<file path="src/rtl/ctrl_pkg.sv">
// Shared definitions for the multi-cycle RV32I control FSM: opcodes, states,
// ALU operation codes, trap causes and instruction classes.
package ctrl_pkg;

  localparam logic [6:0] OPC_LOAD   = 7'b0000011;
  localparam logic [6:0] OPC_STORE  = 7'b0100011;
  localparam logic [6:0] OPC_OP     = 7'b0110011;
  localparam logic [6:0] OPC_OP_IMM = 7'b0010011;
  localparam logic [6:0] OPC_BRANCH = 7'b1100011;
  localparam logic [6:0] OPC_JAL    = 7'b1101111;
  localparam logic [6:0] OPC_LUI    = 7'b0110111;
  localparam logic [6:0] OPC_AUIPC  = 7'b0010111;
  localparam logic [6:0] OPC_JALR   = 7'b1100111;

  localparam logic [3:0] ALU_NOP   = 4'd0;
  localparam logic [3:0] ALU_ADD   = 4'd1;
  localparam logic [3:0] ALU_FUNC  = 4'd2;
  localparam logic [3:0] ALU_SUB   = 4'd4;
  localparam logic [3:0] ALU_PASSB = 4'd8;

  typedef enum logic [2:0] {
    ST_FETCH, ST_DECODE, ST_EXEC, ST_MEM, ST_WB, ST_TRAP
  } state_e;

  typedef enum logic [1:0] {
    CAUSE_NONE, CAUSE_ILLEGAL, CAUSE_IMEM_TIMEOUT, CAUSE_DMEM_TIMEOUT
  } trap_cause_e;

  typedef enum logic [2:0] {
    CLS_ILLEGAL, CLS_ALU, CLS_LOAD, CLS_STORE, CLS_BRANCH, CLS_JUMP
  } instr_class_e;

  typedef struct packed {
    instr_class_e cls;
    logic [3:0]   alu_op;
    logic         alu_src;
    logic         mem_to_reg;
  } ctrl_dec_t;

endpackage

</file>
<file path="src/rtl/ctrl_timeout_cnt.sv">
// Handshake watchdog: counts cycles a request waits without ack and flags
// expiry on the wait cycle that reaches TIMEOUT. TIMEOUT=0 never expires.
module ctrl_timeout_cnt #(
  parameter int unsigned TIMEOUT = 16
) (
  input  logic clk,
  input  logic rst_n,
  input  logic clear,
  input  logic count,
  output logic expire
);

  generate
    if (TIMEOUT == 0) begin : g_disabled
      assign expire = 1'b0;
    end else begin : g_enabled
      localparam int unsigned W = $clog2(TIMEOUT + 1);
      logic [W-1:0] cnt;

      always_ff @(posedge clk or negedge rst_n) begin
        if (!rst_n)     cnt <= '0;
        else if (clear) cnt <= '0;
        else if (count) cnt <= cnt + 1'b1;
      end

      // The limit is hit during the TIMEOUT-th waiting cycle; an ack in that
      // cycle deasserts count, so the ack wins.
      assign expire = count && (cnt == W'(TIMEOUT - 1));
    end
  endgenerate

endmodule

</file>
<file path="src/rtl/multicycle_ctrl_fsm.sv">
// Multi-cycle RV32I control FSM (FETCH/DECODE/EXEC/MEM/WB/TRAP) with memory
// handshakes, sticky trap and instret. Define CTRL_EXT_OPCODES_EN for LUI/AUIPC/JALR.
module multicycle_ctrl_fsm
  import ctrl_pkg::*;
#(
  parameter int unsigned ALUOP_W = 4,
  parameter int unsigned TIMEOUT = 16,
  parameter int unsigned CNT_W   = 32
) (
  input  logic               clk,
  input  logic               rst_n,
  input  logic [31:0]        instr,
  input  logic               imem_ack,
  input  logic               dmem_ack,
  output logic               imem_req,
  output logic               dmem_req,
  output logic               ir_we,
  output logic               pc_we,
  output logic               reg_write,
  output logic               mem_read,
  output logic               mem_write,
  output logic               mem_to_reg,
  output logic               alu_src,
  output logic               branch,
  output logic               jump,
  output logic [ALUOP_W-1:0] alu_op,
  output logic               trap,
  output logic [1:0]         trap_cause,
  output logic [CNT_W-1:0]   instret
);

  function automatic ctrl_dec_t decode(input logic [6:0] opc);
    ctrl_dec_t d;
    d = '{cls: CLS_ILLEGAL, alu_op: ALU_NOP, alu_src: 1'b0, mem_to_reg: 1'b0};
    case (opc)
      OPC_OP:     begin d.cls = CLS_ALU;    d.alu_op = ALU_FUNC;                  end
      OPC_OP_IMM: begin d.cls = CLS_ALU;    d.alu_op = ALU_FUNC; d.alu_src = 1'b1; end
      OPC_LOAD:   begin d.cls = CLS_LOAD;   d.alu_op = ALU_ADD;  d.alu_src = 1'b1;
                        d.mem_to_reg = 1'b1;                                        end
      OPC_STORE:  begin d.cls = CLS_STORE;  d.alu_op = ALU_ADD;  d.alu_src = 1'b1; end
      OPC_BRANCH: begin d.cls = CLS_BRANCH; d.alu_op = ALU_SUB;                   end
      OPC_JAL:    begin d.cls = CLS_JUMP;                                          end
`ifdef CTRL_EXT_OPCODES_EN
      OPC_LUI:    begin d.cls = CLS_ALU;  d.alu_op = ALU_PASSB; d.alu_src = 1'b1; end
      OPC_AUIPC:  begin d.cls = CLS_ALU;  d.alu_op = ALU_ADD;   d.alu_src = 1'b1; end
      OPC_JALR:   begin d.cls = CLS_JUMP; d.alu_op = ALU_ADD;   d.alu_src = 1'b1; end
`endif
      default: ;
    endcase
    return d;
  endfunction

  state_e      state, state_next;
  trap_cause_e cause_q, cause_next;
  ctrl_dec_t   dec, ctrl_q;
  logic        run;
  logic        tmo_clear, tmo_count, tmo_expire;
  logic        unused_instr_bits;

  // func3/func7 are consumed by the ALU through alu_op=FUNC, not by the FSM.
  assign unused_instr_bits = ^instr[31:7];
  assign dec = decode(instr[6:0]);

  // NOTE: sequential state uses non-blocking assignments so every flop samples
  // pre-edge values regardless of statement order.
  always_ff @(posedge clk or negedge rst_n) begin
    if (!rst_n) begin
      state   <= ST_FETCH;
      run     <= 1'b0;
      cause_q <= CAUSE_NONE;
      ctrl_q  <= '0;
    end else begin
      state   <= state_next;
      run     <= 1'b1;
      cause_q <= cause_next;
      if (state_next == ST_TRAP)  ctrl_q <= '0;
      else if (state == ST_DECODE) ctrl_q <= dec;
    end
  end

  always_comb begin
    state_next = state;
    cause_next = cause_q;
    case (state)
      ST_FETCH: begin
        if (imem_req && imem_ack) state_next = ST_DECODE;
        else if (tmo_expire) begin
          state_next = ST_TRAP;
          cause_next = CAUSE_IMEM_TIMEOUT;
        end
      end
      ST_DECODE: begin
        if (dec.cls == CLS_ILLEGAL) begin
          state_next = ST_TRAP;
          cause_next = CAUSE_ILLEGAL;
        end else begin
          state_next = ST_EXEC;
        end
      end
      ST_EXEC: begin
        case (ctrl_q.cls)
          CLS_LOAD, CLS_STORE: state_next = ST_MEM;
          CLS_BRANCH:          state_next = ST_FETCH;
          default:             state_next = ST_WB;
        endcase
      end
      ST_MEM: begin
        if (dmem_ack) state_next = (ctrl_q.cls == CLS_LOAD) ? ST_WB : ST_FETCH;
        else if (tmo_expire) begin
          state_next = ST_TRAP;
          cause_next = CAUSE_DMEM_TIMEOUT;
        end
      end
      ST_WB:   state_next = ST_FETCH;
      ST_TRAP: state_next = ST_TRAP;
      default: state_next = ST_FETCH;
    endcase
  end

  // NOTE: every output gets a default before the case so no path leaves one
  // unassigned, which would otherwise infer a latch.
  always_comb begin
    imem_req  = 1'b0;
    dmem_req  = 1'b0;
    ir_we     = 1'b0;
    pc_we     = 1'b0;
    reg_write = 1'b0;
    mem_read  = 1'b0;
    mem_write = 1'b0;
    branch    = 1'b0;
    jump      = 1'b0;
    case (state)
      ST_FETCH: begin
        // run masks the first cycle out of reset so reset leaves all outputs low.
        imem_req = run;
        ir_we    = run && imem_ack;
      end
      ST_EXEC: begin
        branch = (ctrl_q.cls == CLS_BRANCH);
        jump   = (ctrl_q.cls == CLS_JUMP);
        pc_we  = (ctrl_q.cls == CLS_BRANCH);
      end
      ST_MEM: begin
        dmem_req  = 1'b1;
        mem_read  = (ctrl_q.cls == CLS_LOAD);
        mem_write = (ctrl_q.cls == CLS_STORE);
        pc_we     = (ctrl_q.cls == CLS_STORE) && dmem_ack;
      end
      ST_WB: begin
        reg_write = 1'b1;
        pc_we     = 1'b1;
      end
      default: ;
    endcase
  end

  assign alu_op     = ALUOP_W'(ctrl_q.alu_op);
  assign alu_src    = ctrl_q.alu_src;
  assign mem_to_reg = ctrl_q.mem_to_reg;
  assign trap       = (state == ST_TRAP);
  assign trap_cause = cause_q;

  assign tmo_count = (imem_req && !imem_ack) || (dmem_req && !dmem_ack);
  assign tmo_clear = (state_next != state) &&
                     ((state_next == ST_FETCH) || (state_next == ST_MEM));

  ctrl_timeout_cnt #(.TIMEOUT(TIMEOUT)) u_timeout (
    .clk    (clk),
    .rst_n  (rst_n),
    .clear  (tmo_clear),
    .count  (tmo_count),
    .expire (tmo_expire)
  );

  always_ff @(posedge clk or negedge rst_n) begin
    if (!rst_n)     instret <= '0;
    else if (pc_we) instret <= instret + 1'b1;
  end

endmodule

</file>
<file path="config.mk">
export PLATFORM = sky130hd
export DESIGN_NAME = multicycle_ctrl_fsm
export DESIGN_NICKNAME = d
export VERILOG_FILES = /design/src/rtl/ctrl_pkg.sv /design/src/rtl/ctrl_timeout_cnt.sv /design/src/rtl/multicycle_ctrl_fsm.sv
export SDC_FILE = /design/constraint.sdc
export NUM_CORES = 1
export LEC_CHECK = 0
export CORE_AREA = 10 10 93 95
export CTS_BUF_LIST = sky130_fd_sc_hd__clkbuf_4 sky130_fd_sc_hd__clkbuf_8
export CTS_CLUSTER_DIAMETER = 80
export DETAILED_ROUTE_END_ITERATION = 16
export DIE_AREA = 0 0 103 105
export GPL_TIMING_DRIVEN = 0
export PLACE_DENSITY = 0.71
export RECOVER_POWER = 50
export SYNTH_ARGS = -nofsm -noshare
export SYNTH_HDL_FRONTEND = slang
export SYNTH_SLANG_ARGS = --single-unit
</file>
<file path="constraint.sdc">
create_clock -name clk -period 6 [get_ports clk]
set_input_delay 1.2 -clock clk [delete_from_list [all_inputs] [get_ports clk]]
set_output_delay 1.2 -clock clk [all_outputs]
set_load 0.02 [all_outputs]
</file>
## Word-level counts from Yosys, hierarchy flattened

Index checks and enable logic that the tools add are counted.

- Output and inout bits: 50
- Register bits after elaboration: 52
- Word-level logic and storage cells: 87
- Bits of input ports: 36

- Multiplexer cells: 30
- $add $sub $neg: 2
- Equal/unequal tests: 24
- Reduce and logical (&&, ||, !) cells: 22

Operator list:

| kind | count |
|---|---|
| $add 32x1->32 const B | 1 |
| $pmux 3 s5 | 2 |
| $mux 9 | 2 |
| $eq 3x2->1 const B | 5 |
| $eq 3x3->1 const B | 5 |
| $mux 3 | 5 |
| $eq 7x6->1 const B | 2 |
| $eq 7x7->1 const B | 2 |
| $mux 1 | 10 |
| $mux 2 | 5 |
| $mux 5 | 2 |
| $logic_not 3->1 | 3 |
| $pmux 3 s3 | 1 |
| $ne 2x2->1 const B | 4 |
| $eq 7x2->1 const B | 1 |
| $eq 7x5->1 const B | 1 |
| $logic_and 1x1->1 | 7 |
| $pmux 2 s3 | 1 |
| $pmux 3 s2 | 1 |
| $reduce_and 6->1 | 1 |
| $reduce_or 2->1 | 3 |
| $add 5x1->5 const B | 1 |
| $eq 5x4->1 const B | 1 |
| $reduce_bool 2->1 | 2 |
| 8 further kinds | 10 |

## Logic depth before layout (Yosys ltp)

- Word-level depth: 12
- Mapped depth: 9
- Gate-level depth less buffers: 8

## Modules after synthesis

From an unflattened synthesis, not the netlist that was laid out.

- Cell total of the unflattened synthesis: 262
- Area, all modules: 2677.6 um2

Modules (own cells, without submodules):

| module | seq. area each (um2) | cells each | area an instance (um2) | times used |
|---|---|---|---|---|
| multicycle_ctrl_fsm | 1151.1 | 238 | 2392.3 | 1 |
| ctrl_timeout_cnt | 125.1 | 24 | 285.3 | 1 |

## Worst setup path after synthesis

Ideal clock, no wire load.

- Kind: register to output
- Start point: register state[1]
- End point: output ir_we
- Data required time: 4800 ps
- Slack: 3003 ps
- Path buffers: 1
- Arrival: 1797 ps
- Stages on the path, launching flop included: 4
- Cell sequence: dfrtp_1 -> clkbuf_1 -> nor4b_1 -> and2_1

- Cells in the longest elaborated chain, start to end: 2

RTL lines:

| item | RTL line | text |
|---|---|---|
| start: declaration | multicycle_ctrl_fsm.sv:53 | `state_e state, state_next;` |
| start signal: assignment | multicycle_ctrl_fsm.sv:73 | `state <= state_next;` |
| $logic_not 3->1 | multicycle_ctrl_fsm.sv:132 | `case (state)` |
| $mux 1 | multicycle_ctrl_fsm.sv:132 |  |
| end: declaration | multicycle_ctrl_fsm.sv:17 | `output logic ir_we,` |

Every way passes these cells.

## Worst setup path after layout

- Start point: input dmem_ack
- End point: output pc_we

- Cells in the longest elaborated chain, start to end: 2

RTL lines:

| item | RTL line | text |
|---|---|---|
| start: declaration | multicycle_ctrl_fsm.sv:14 | `input logic dmem_ack,` |
| $logic_and 1x1->1 | multicycle_ctrl_fsm.sv:147 | `pc_we = (ctrl_q.cls == CLS_STORE) && dmem_ack;` |
| $pmux 1 s3 | multicycle_ctrl_fsm.sv:132 |  |
| end: declaration | multicycle_ctrl_fsm.sv:18 | `output logic pc_we,` |

Every way passes these cells.

==> results by stage <==
Job:
- The tool flagged a number of max-cap violations equal to 1.

Pwr:
- The power per cell area is ~320 mW/mm2.
- The leakage power is 1.41 nW.
- Across the VDD grid, the largest voltage drop is between 0.0002 and 0.0003 V.
- The total design power is between 1 and 1.5 mW.

Timing:
- The minimum setup slack in the final design is 1.41 ns.
- The tightest slew margin relative to the limit is -21.0%.
- After layout, the minimum clock period comes to 4.59 ns.
- The accumulated negative setup slack is 0 ns.
- The max-slew violation total from the final report is 36.
- Setup repair after global routing left no endpoint under its margin.
- For the final database, setup skew stands at 0.00951 ns.
- The final cycle utilization of the critical path is 76.5%.
- The final hold violation count is 0.
- The final setup violation count is 0.
- For the pin with the worst max-slew slack, the measured transition is 1.82 ns.
- Derived from the worst setup path, the maximum achievable clock frequency is 218 MHz.

Synth:
- The post-synthesis net count is 311.
- The mean area per synthesized cell is between 10 and 15 um2.
- The number of enable-type register cells in the synthesized netlist is 0.
- The synthesized netlist cell count is roughly 270.
- The share of the Yosys chip area taken by registers is 45.9%.
- The Yosys step of the flow raised 0 warnings.
- The proportion of synthesized flip-flops having asynchronous set or reset is 100%.
- The number of storage elements in the synthesis netlist is 51.
- Yosys mapped the design onto 52 distinct sky130hd cell types.
- The area share of the leading cell type in the synthesized netlist is 45.9%.
- Yosys attributes the largest share of cell area to sky130_fd_sc_hd__dfrtp_1 46%, sky130_fd_sc_hd__xor2_1 9.1%, sky130_fd_sc_hd__nor3_1 3.4%.
- In the synthesized netlist the dominant register cell turns out to be sky130_fd_sc_hd__dfrtp_1.
- Summed over all instances, the cell type with the most area after synthesis is sky130_fd_sc_hd__dfrtp_1.
- The synthesized area is 0.00278 mm2.

Worst setup path:
- STA puts the critical path data required time at around 4.8 ns.
- The data arrival time at the worst-slack endpoint is 3.39 ns.
- Among all stages on the critical path, the largest delay is contributed by sky130_fd_sc_hd__dlygate4sd3_1.
- The worst register-to-register path has a depth of 9.
- The critical-path maximum fanout is 10.
- The logic depth of the worst setup path including buffers is 5.
- The flop-to-flop setup slack is 3.34 ns.
- The element type at the critical path end is a primary output.
- The count of buffer and inverter cells on the critical path is 4.
- The kind of start point of the critical path is a primary input.
- The reg-to-reg critical path startpoint is u_timeout.g_enabled.cnt[0].
- On the worst path, the slowest cell contributes a delay of 0.62 ns.
- The endpoint identified for the worst register-to-register timing path is u_timeout.g_enabled.cnt[3].
- Traced cell by cell, the critical path runs through dlygate4sd3_1 > a2bb2oi_1 > clkbuf_1 > inv_1 > clkdlybuf4s50_1.
- The critical path start-end classification is primary input to primary output.
- The kind of cell with the highest combined delay on the critical path is buffers and inverters.

Final layout:
- The largest registers in the layout are instret x32, u_timeout.g_enabled.cnt x5.
- The register with the most flip-flops in the layout has 32 of them.
- With fillers left out, the area of the finished cells amounts to around 0.0035 mm2.
- The fraction of layout cells with a size suffix above 1 is about 8%.
- The layout has 641 filler cells.
- The growth of design area from synthesis to finish is 26.3%.
- The largest register by flop count is instret.
- The antenna diode instance count is 0.
- The number of nets in the layout is 378.

Worst hold path:
- The startpoint of the tightest hold check path is instret[31].
- The path category of the worst min-delay check is flip-flop to flip-flop.
- The hold path depth is 1.
- The end of the worst hold path is instret[31].

Clock tree:
- Post-CTS repair changed the size of 0 cells.
- The CTS root buffer is sky130_fd_sc_hd__clkbuf_8.
- The maximum number of buffers from clock root to sink is 2.
- The TritonCTS clock tree is built.
- At the later pin of the worst-skew pair, clock insertion delay measures 0.31 ns.
- The total clock sinks is 51.
- The clock tree synthesis step divided the H-tree into 2 levels.
- Buffers inserted during clock tree synthesis total 5.
- Clock-pin slew was measured on the worst setup and hold paths at ~0.08 ns.
- Buffers added to address setup during post-CTS repair amount to 0.
- Hold repair after CTS inserted 0 buffers.

Die:
- The die covers 0.0108 mm2.
- The area inside the core boundary is 0.00676 mm2.
- The initial utilization of the core area, before any placement, comes to 41.2%.
- The die is 103 um wide.
- Measured along the y axis, the die boundary spans 105 um.
- In this run the count of I/O pins placed on the die edge is 86.
- The row count is 30.

Status:
- The flow ran to the end, but the final reports show violations.
- The checks that failed: max-capacitance violations, max-slew violations.

Detailed routing:
- After detailed routing, the average wire length per cell comes to about 16 um.
- The DRC violation count after routing is 0.
- The routed wire length is 6610 um.
- The first routing iteration left 115 violations.
- The first detailed-routing pass took 4 iterations.
- The detail route stage leaves a number of antenna-violating nets equal to 0.
- The average via count per standard cell is 5.32.
- For this block, the via count after detailed routing is around 2200.

GRT:
- The via count of the first global-routing pass was 2214.
- The maximum number of pins on one net before global-route repair is 36.
- The first-pass GRT wire length is 10800 um.
- The initial antenna violation count came to 0.
- The aggregate global-route resource usage is between 10% and 20%.
- The remaining global-route overflow is 0.

Place:
- At the end of routability-driven placement, the weighted congestion stood at between 0.8 and 0.9.
- The number of port buffers is slightly below 60.
- After detailed placement, the total cell area comes to 0.00349 mm2.
- After legalization and detailed placement, the total HPWL measured roughly 5000 um.
- At the placement stage, the worst setup path has a slack of around 1.9 ns.
cells by family (layout without fill, tap and decap cells):
logic type,after synthesis,in the layout,synth area share [%]
XOR/XNOR,34,34,10.7
adder cells (fa/ha/maj),3,3,1.35
buffers and inverters,24,92,4.86
flip-flops,51,51,45.9
AND/OR/NAND/NOR,116,116,25.0
other,2,2,0.270
AO/OA/AOI/OAI,40,40,11.2
multiplexers,2,2,0.764
area by class of cell:
cell class / count / area, um2 / area share [%]
buffer: 16 / 90.1 / 2.56
clock buffer: 7 / 83.8 / 2.39
clock inverter: 1 / 5.00 / 0.142
inverter: 8 / 30.0 / 0.855
multi-input combinational: 197 / 1340 / 38.1
sequential: 51 / 1280 / 36.3
tap: 80 / 100 / 2.85
timing repair buffer: 60 / 588 / 16.7
routing by layer:
metal,global-route usage [%],up-vias,wire length [um]
li1,-,1100,-
met1,15.0,1073,2890
met5,0,-,0
met3,4.74,6,492
met2,19.1,57,3160
met4,4.08,0,68
worst register-to-register path: stages, from the launching register on:
cell,delay (ns)
sky130_fd_sc_hd__dfrtp_1,0.42
sky130_fd_sc_hd__ha_1,0.23
sky130_fd_sc_hd__and3_1,0.18
sky130_fd_sc_hd__ha_1,0.17
sky130_fd_sc_hd__clkbuf_1,0.20
sky130_fd_sc_hd__or3b_2,0.52
sky130_fd_sc_hd__o21ai_0,0.10
sky130_fd_sc_hd__nand2_1,0.13
sky130_fd_sc_hd__a2111oi_4,0.42
sky130_fd_sc_hd__a31oi_1,0.14
synthesized netlist by cell type (4+ instances only):
master,instances
sky130_fd_sc_hd__nor4_1,4
sky130_fd_sc_hd__dfrtp_1,51
sky130_fd_sc_hd__a31oi_1,6
sky130_fd_sc_hd__nor4b_2,5
sky130_fd_sc_hd__o21ai_0,6
sky130_fd_sc_hd__inv_1,8
sky130_fd_sc_hd__nor2_1,10
sky130_fd_sc_hd__a211oi_1,4
sky130_fd_sc_hd__a21o_1,4
sky130_fd_sc_hd__nand2_1,25
sky130_fd_sc_hd__buf_4,7
sky130_fd_sc_hd__xnor2_1,5
sky130_fd_sc_hd__clkbuf_1,4
sky130_fd_sc_hd__xor2_1,29
sky130_fd_sc_hd__and2_1,4
sky130_fd_sc_hd__nand3_1,10
sky130_fd_sc_hd__nand4_1,9
sky130_fd_sc_hd__nor3b_1,5
sky130_fd_sc_hd__nor3_1,19
sky130_fd_sc_hd__nand2b_1,4
worst max-delay path by stage:
stage / start / endpoint / slack (ns)
after global routing: dmem_ack / pc_we / 1.28
after detailed placement: dmem_ack / pc_we / 1.86
final: dmem_ack / pc_we / 1.41
after floorplan: state[1] / ir_we / 3.00
after CTS: dmem_ack / pc_we / 1.85
after global placement: dmem_ack / pc_we / 1.87
report_power, final:
| group | internal, mW | leakage [nW] | switching (mW) | total (mW) |
|---|---|---|---|---|
| Combinational | 0.207 | 0.767 | 0.292 | 0.499 |
| Sequential | 0.389 | 0.596 | 0.0390 | 0.428 |
| Clock | 0.0912 | 0.0491 | 0.112 | 0.203 |
| Total | 0.688 | 1.41 | 0.443 | 1.13 |
cell usage in the layout (no fill, tap or decap), types with 6 or more instances in the layout:
cell,Yosys,final
sky130_fd_sc_hd__nand2_1,25,25
sky130_fd_sc_hd__inv_1,8,8
sky130_fd_sc_hd__nor3_1,19,19
sky130_fd_sc_hd__nand3_1,10,10
sky130_fd_sc_hd__o21ai_0,6,6
sky130_fd_sc_hd__dfrtp_1,51,51
sky130_fd_sc_hd__clkbuf_1,4,8
sky130_fd_sc_hd__a31oi_1,6,6
sky130_fd_sc_hd__clkdlybuf4s50_1,0,53
sky130_fd_sc_hd__buf_4,7,7
sky130_fd_sc_hd__xor2_1,29,29
sky130_fd_sc_hd__nor2_1,10,10
sky130_fd_sc_hd__nand4_1,9,9
stage by stage:
stage	cells	hold WS [ns]	utilization (%)
global route	420	0.515	52.0
floorplan	272	0.451	-
CTS	420	0.472	52.9
finish	420	0.461	52.0
global placement	411	0.459	51.4
detailed placement	412	0.461	51.6
(Power assumes the default switching activity.)
